**config.mk**
```make
export PLATFORM = sky130hd
export DESIGN_NAME = barrel_shifter_pipe_flat
export DESIGN_NICKNAME = d
export VERILOG_FILES = /design/src/rtl/barrel_shifter_pipe_if.sv /design/src/rtl/barrel_shifter_pipe.sv /design/src/flat_wrapper.sv
export SDC_FILE = /design/constraint.sdc
export NUM_CORES = 1
export LEC_CHECK = 0
export CORE_MARGIN = 2
export CORE_UTILIZATION = 48
export DETAILED_ROUTE_END_ITERATION = 8
export HOLD_SLACK_MARGIN = 0.03
export PLACE_DENSITY = 0.76
export SLEW_MARGIN = 20
export SYNTH_ARGS = -nofsm -noshare
export SYNTH_HDL_FRONTEND = slang
export SYNTH_SLANG_ARGS = --single-unit
```
**constraint.sdc**
```tcl
create_clock -name i_clk -period 9.3 [get_ports i_clk]
set_clock_uncertainty 0.05 [all_clocks]
set_input_delay 1.395 -clock i_clk [delete_from_list [all_inputs] [get_ports i_clk]]
set_output_delay 1.395 -clock i_clk [all_outputs]
set_load 0.05 [all_outputs]
```
**src/rtl/barrel_shifter_pipe_if.sv**
```systemverilog
// Stream interface of the pipelined barrel shifter: operand/control in, result out.
// A word moves on a side in any cycle where that side's valid and ready are both high at the clock edge.
interface barrel_shifter_pipe_if #(
    parameter int DWIDTH = 32
);
    localparam int KWIDTH = $clog2(DWIDTH);

    logic              i_valid;
    logic              o_ready;
    logic [DWIDTH-1:0] i_a;
    logic [KWIDTH-1:0] i_k;
    logic [2:0]        i_mode;
    logic              o_valid;
    logic              i_ready;
    logic [DWIDTH-1:0] o_y;
    logic              o_busy;

    modport master (
        output i_valid, i_a, i_k, i_mode, i_ready,
        input  o_ready, o_valid, o_y, o_busy
    );

    modport slave (
        input  i_valid, i_a, i_k, i_mode, i_ready,
        output o_ready, o_valid, o_y, o_busy
    );
endinterface

```
**src/rtl/barrel_shifter_pipe.sv**
```systemverilog
// Pipelined rotate/shift unit: stage s conditionally shifts by 2^s under control of k[s].
// Elastic valid/ready chain per stage, so bubbles collapse while the output is stalled.
module barrel_shifter_pipe #(
    parameter int DWIDTH = 32
) (
    input logic                  i_clk,
    input logic                  i_rst,
    barrel_shifter_pipe_if.slave io
);
    localparam int KWIDTH = $clog2(DWIDTH);
    localparam int NSTAGE = KWIDTH;

    localparam logic [2:0] MODE_ROR = 3'b000;
    localparam logic [2:0] MODE_ROL = 3'b001;
    localparam logic [2:0] MODE_SRL = 3'b010;
    localparam logic [2:0] MODE_SLL = 3'b011;
    localparam logic [2:0] MODE_SRA = 3'b100;

    // sh is always a constant 2^s below DWIDTH, so every branch is plain wiring.
    function automatic logic [DWIDTH-1:0] shift_step(
        input logic [DWIDTH-1:0] d,
        input logic [2:0]        m,
        input int unsigned       sh
    );
        logic [DWIDTH-1:0] r;
        case (m)
            MODE_ROR: r = (d >> sh) | (d << (DWIDTH - sh));
            MODE_ROL: r = (d << sh) | (d >> (DWIDTH - sh));
            MODE_SRL: r = d >> sh;
            MODE_SLL: r = d << sh;
            MODE_SRA: r = $unsigned($signed(d) >>> sh);
            default:  r = d;
        endcase
        return r;
    endfunction

    logic [NSTAGE-1:0] v_all;

    for (genvar s = 0; s < NSTAGE; s++) begin : g_stage
        localparam int          KW = KWIDTH - s;
        localparam int unsigned SH = 1 << s;

        logic              v_in;
        logic [DWIDTH-1:0] d_in;
        logic [KW-1:0]     k_in;
        logic [2:0]        m_in;
        logic              v_q;
        logic [DWIDTH-1:0] d_q;
        logic              ld;
        logic              adv;

        if (s == 0) begin : g_src
            assign v_in = io.i_valid;
            assign d_in = io.i_a;
            assign k_in = io.i_k;
            assign m_in = io.i_mode;
        end else begin : g_src
            assign v_in = g_stage[s-1].v_q;
            assign d_in = g_stage[s-1].d_q;
            assign k_in = g_stage[s-1].g_ctrl.k_q;
            assign m_in = g_stage[s-1].g_ctrl.m_q;
        end

        if (s == NSTAGE - 1) begin : g_sink
            assign adv = v_q & io.i_ready;
        end else begin : g_sink
            assign adv = v_q & g_stage[s+1].ld;
        end

        assign ld = ~v_q | adv;

        always_ff @(posedge i_clk or posedge i_rst) begin
            if (i_rst) begin
                v_q <= 1'b0;
                d_q <= '0;
            end else if (ld) begin
                v_q <= v_in;
                if (v_in) begin
                    d_q <= k_in[0] ? shift_step(d_in, m_in, SH) : d_in;
                end
            end
        end

        // Only the not-yet-consumed shift bits travel on; the last stage needs no control.
        if (s < NSTAGE - 1) begin : g_ctrl
            logic [KW-2:0] k_q;
            logic [2:0]    m_q;

            always_ff @(posedge i_clk or posedge i_rst) begin
                if (i_rst) begin
                    k_q <= '0;
                    m_q <= '0;
                end else if (ld && v_in) begin
                    k_q <= k_in[KW-1:1];
                    m_q <= m_in;
                end
            end
        end

        assign v_all[s] = v_q;
    end

    assign io.o_ready = g_stage[0].ld;
    assign io.o_valid = g_stage[NSTAGE-1].v_q;
    assign io.o_y     = g_stage[NSTAGE-1].d_q;
    assign io.o_busy  = |v_all;
endmodule

```
**src/flat_wrapper.sv**
```systemverilog
// flat-port wrapper written by rule: the top's interface ports become plain ports
module barrel_shifter_pipe_flat 
#(
    parameter int DWIDTH = 32
)
  (i_clk, i_rst, io_i_valid, io_i_a, io_i_k, io_i_mode, io_i_ready, io_o_ready, io_o_valid, io_o_y, io_o_busy);
  barrel_shifter_pipe_if #(.DWIDTH(DWIDTH)) io_i ();
  input logic i_clk;
  input logic i_rst;
  input wire logic [$bits(io_i.i_valid)-1:0] io_i_valid;
  input wire logic [$bits(io_i.i_a)-1:0] io_i_a;
  input wire logic [$bits(io_i.i_k)-1:0] io_i_k;
  input wire logic [$bits(io_i.i_mode)-1:0] io_i_mode;
  input wire logic [$bits(io_i.i_ready)-1:0] io_i_ready;
  output wire logic [$bits(io_i.o_ready)-1:0] io_o_ready;
  output wire logic [$bits(io_i.o_valid)-1:0] io_o_valid;
  output wire logic [$bits(io_i.o_y)-1:0] io_o_y;
  output wire logic [$bits(io_i.o_busy)-1:0] io_o_busy;
  assign io_i.i_valid = io_i_valid;
  assign io_i.i_a = io_i_a;
  assign io_i.i_k = io_i_k;
  assign io_i.i_mode = io_i_mode;
  assign io_i.i_ready = io_i_ready;
  assign io_o_ready = io_i.o_ready;
  assign io_o_valid = io_i.o_valid;
  assign io_o_y = io_i.o_y;
  assign io_o_busy = io_i.o_busy;
  barrel_shifter_pipe #(.DWIDTH(DWIDTH)) u_core (.i_clk(i_clk), .i_rst(i_rst), .io(io_i));
endmodule
```
==> impl_metrics.toml <==
[run_status]
status = "complete, no violations"

[grt]
use_met1_pct = 30.5
gr-usage-met3_pct = 3.77
grt_pass1_wl_um = 39300
use_met2_pct = 35.3
overflow = 0
grtUsageTotal_pct = 22.1
top_usage_layer = "met2"
antenna_found_initial = 0
grt_max_degree = 73
grt_pass1_vias = 7523

[synth]
yosysMostFrequentCell = "dfrtp_1"
ys_seq_elements = 187
ys_async_sr_fraction_pct = 100
ys_seq_area_share_pct = 47.4
avgSynthCellArea_um2 = 9.12
synthTopCellsByArea = "dfrtp_1, o21ai_0, nand2_1"
synth_top_area_share_pct = 47.4
synth_nets = 1126
yosysTopAreaCell = "dfrtp_1"
synthFlopType = "dfrtp_1"
yosysWarnings = 0
netlist_area_um2 = 9870
synthCells = 1082
synth_common_cells = "dfrtp_1, nand2_1, o21ai_0, o22ai_1, o2bb2ai_1"
synth-edff-count = 0
yosysUniqueCellTypes = 42

[drt]
drcViolationCount = 0
num_vias = 8280
routed_wl_um = 23200
wl_per_cell_um = 17.0
drt_iter0_markers = 777
via_per_inst = 6.07
firstDrtPassIters = 5
ant_nets = 0

[critical_path]
r2r_end = "u_core.io.o_y[28]$_DFFE_PP0P_"
path_max_fanout = 6
start_kind = "input port"
worstSetupPathType = "input port to output pin"
crit_arrival_ns = 3.16
startpoint = "io_i_ready"
endpoint_kind = "output pin"
cpPeakStageDelay_ns = 0.71
regToRegSetupSlack_ns = 6.97
rr_startpoint = "u_core.g_stage[3].g_ctrl.m_q[2]$_DFFE_PP0P_"
path_delay_family = "buffers and inverters"
crit_required_ns = 7.86
crit_top_cell = "clkdlybuf4s50_1"
path_buf_inv = 2
r2r_cells = 4
slowest_stage = "clkdlybuf4s50_1"
path_cells = "clkdlybuf4s50_1, nand4b_4, or3_1, clkdlybuf4s50_1"

[hold_path]
hold_end = "u_core.io.o_y[21]$_DFFE_PP0P_"
worstHoldPathCells = 2
hold_start = "u_core.io.o_y[21]$_DFFE_PP0P_"
hp-class = "flop to flop"

[sta]
worst_pin_slew_ns = 1.14
setup_viol = 0
grt_setup_unrepaired = "false"
finalMaxSlewViolations = 0
max_freq_mhz = 217
period_needed_ns = 4.61
fin_crit_sh_pct = 49.5
max_slew_margin_pct = 24.1
hold_viol_final = 0
tns_ns = 0

[job]
drv_cap = 0

[floorplanning]
chipWidth_um = 147
start_util_pct = 48.8
die-area_um2 = 21700
io_pins = 79
fp.dieH_um = 147
rows = 52
core-area_um2 = 20200

[place]
gp_congestion = 0.821
port_buffers = 78
dp.cells = 1332
hpwl_um = 15900

[layout]
fin_cells = 1364
area_delta_synth_final_pct = 13.7
nets = 1125
diodes = 0
n_fill_cell = 1811
drive_gt1_share_pct = 7.40

[clock_network]
cts_hold_buf = 0
cts_sinks = 187
cts_buffer_depth = 2
cts_root_buffer = "clkbuf_16"
clk_pin_slew_ns = 0.07
cts_setup_buffers = 0
clock_latency_ns = 0.44
h-tree-depth = 4
tritoncts = "done"
cts_buffers = 17
cts_resized = 0

[power_and_ir_drop]
finalPower_mw = 3.74
power_density_nw_per_um2 = 334
vdd_drop_max_v = 0.000140
p_leak_nw = 4.39
[cells by family after synthesis]
| logic type | synth area share [%] |
|---|---|
| buffers and inverters | 5.46 |
| multiplexers | 3.51 |
| flip-flops | 47.4 |
| AND/OR/NAND/NOR | 12.2 |
| AO/OA/AOI/OAI | 31.4 |
[flip-flops by register name, summed over array words and instances (netlist names)]
| signal | flops |
|---|---|
| u_core.g_stage.d_q | 128 |
| u_core.io.o_y | 32 |
| u_core.g_stage.g_ctrl.m_q | 12 |
| u_core.g_stage.g_ctrl.k_q | 10 |
| u_core.g_stage.v_q | 4 |
| u_core.io.o_valid | 1 |
[final cells by class]
| type | count | area [um^2] | area share, % |
|---|---|---|---|
| Clock buffer | 18 | 439 | 3.91 |
| Clock inverter | 14 | 150 | 1.34 |
| Inverter | 19 | 76.3 | 0.680 |
| Multi-Input combinational cell | 767 | 4680 | 41.7 |
| Sequential cell | 187 | 4680 | 41.7 |
| Tap cell | 270 | 338 | 3.01 |
| Timing Repair Buffer | 89 | 861 | 7.67 |
[cell usage in the layout (no fill, tap or decap), types with 2 or more instances in the layout]
master / synthesis / routed
inv_6: 0 / 6
clkinvlp_4: 0 / 3
o32ai_1: 30 / 30
o21ai_1: 6 / 5
o32a_1: 28 / 28
clkbuf_16: 0 / 17
nor3b_1: 2 / 2
nor2b_1: 7 / 7
a22oi_1: 2 / 2
and2_1: 6 / 5
inv_1: 19 / 18
nor2_1: 54 / 54
o21a_1: 21 / 21
o21ai_4: 0 / 2
or3b_2: 10 / 10
o22ai_1: 94 / 94
nand2_1: 178 / 177
mux2i_1: 11 / 11
buf_4: 3 / 10
a21o_1: 4 / 4
o2bb2ai_1: 69 / 69
mux2_2: 17 / 17
nand2b_1: 13 / 12
buf_2: 36 / 2
o31ai_1: 4 / 4
mux2_1: 4 / 4
inv_8: 0 / 4
a221oi_1: 18 / 18
nand3_1: 4 / 4
a21oi_1: 14 / 14
clkdlybuf4s50_1: 0 / 76
o21ai_0: 159 / 159
dfrtp_1: 187 / 187
[worst register-to-register path: cells and delay by family, from the launching register on]
family	cells	cell delay (ns)
AND/OR/NAND/NOR	1	0.43
flip-flops	1	0.79
AO/OA/AOI/OAI	3	0.93
[worst max path at each step]
stage               slack, ns  cells after the start                                   end
finish                   4.69                      4                            io_o_ready
global route             4.61                      4                            io_o_ready
CTS                      4.70                      4                            io_o_ready
detailed placement       4.72                      4                            io_o_ready
global placement         4.73                      4                            io_o_ready
floorplan                2.77                      1  u_core.g_stage[0].d_q[0]$_DFFE_PP0P_
[routing by layer]
metal  up-vias  routed length (um)
met3        44                 932
met2       245               11000
met4         0                 610
met1      3974               10600
li1       4017                   -
met5         -                   0
[through the flow]
step	area [um^2]	hold slack (ns)	setup WS (ns)	util (%)
floorplan	9870	0.410	2.77	-
global placement	10600	0.414	4.73	52.5
detailed placement	10600	0.421	4.72	52.6
CTS	11200	0.438	4.70	55.5
global route	11200	0.454	4.61	55.5
finish	11200	0.428	4.69	55.5
[power by group]
| group | internal, mW | leakage [nW] | switching [mW] |
|---|---|---|---|
| registers | 1.12 | 2.26 | 0.365 |
| clock network | 0.388 | 0.282 | 0.338 |
| logic | 0.612 | 1.85 | 0.922 |
Power figures use the tool's default switching activity.
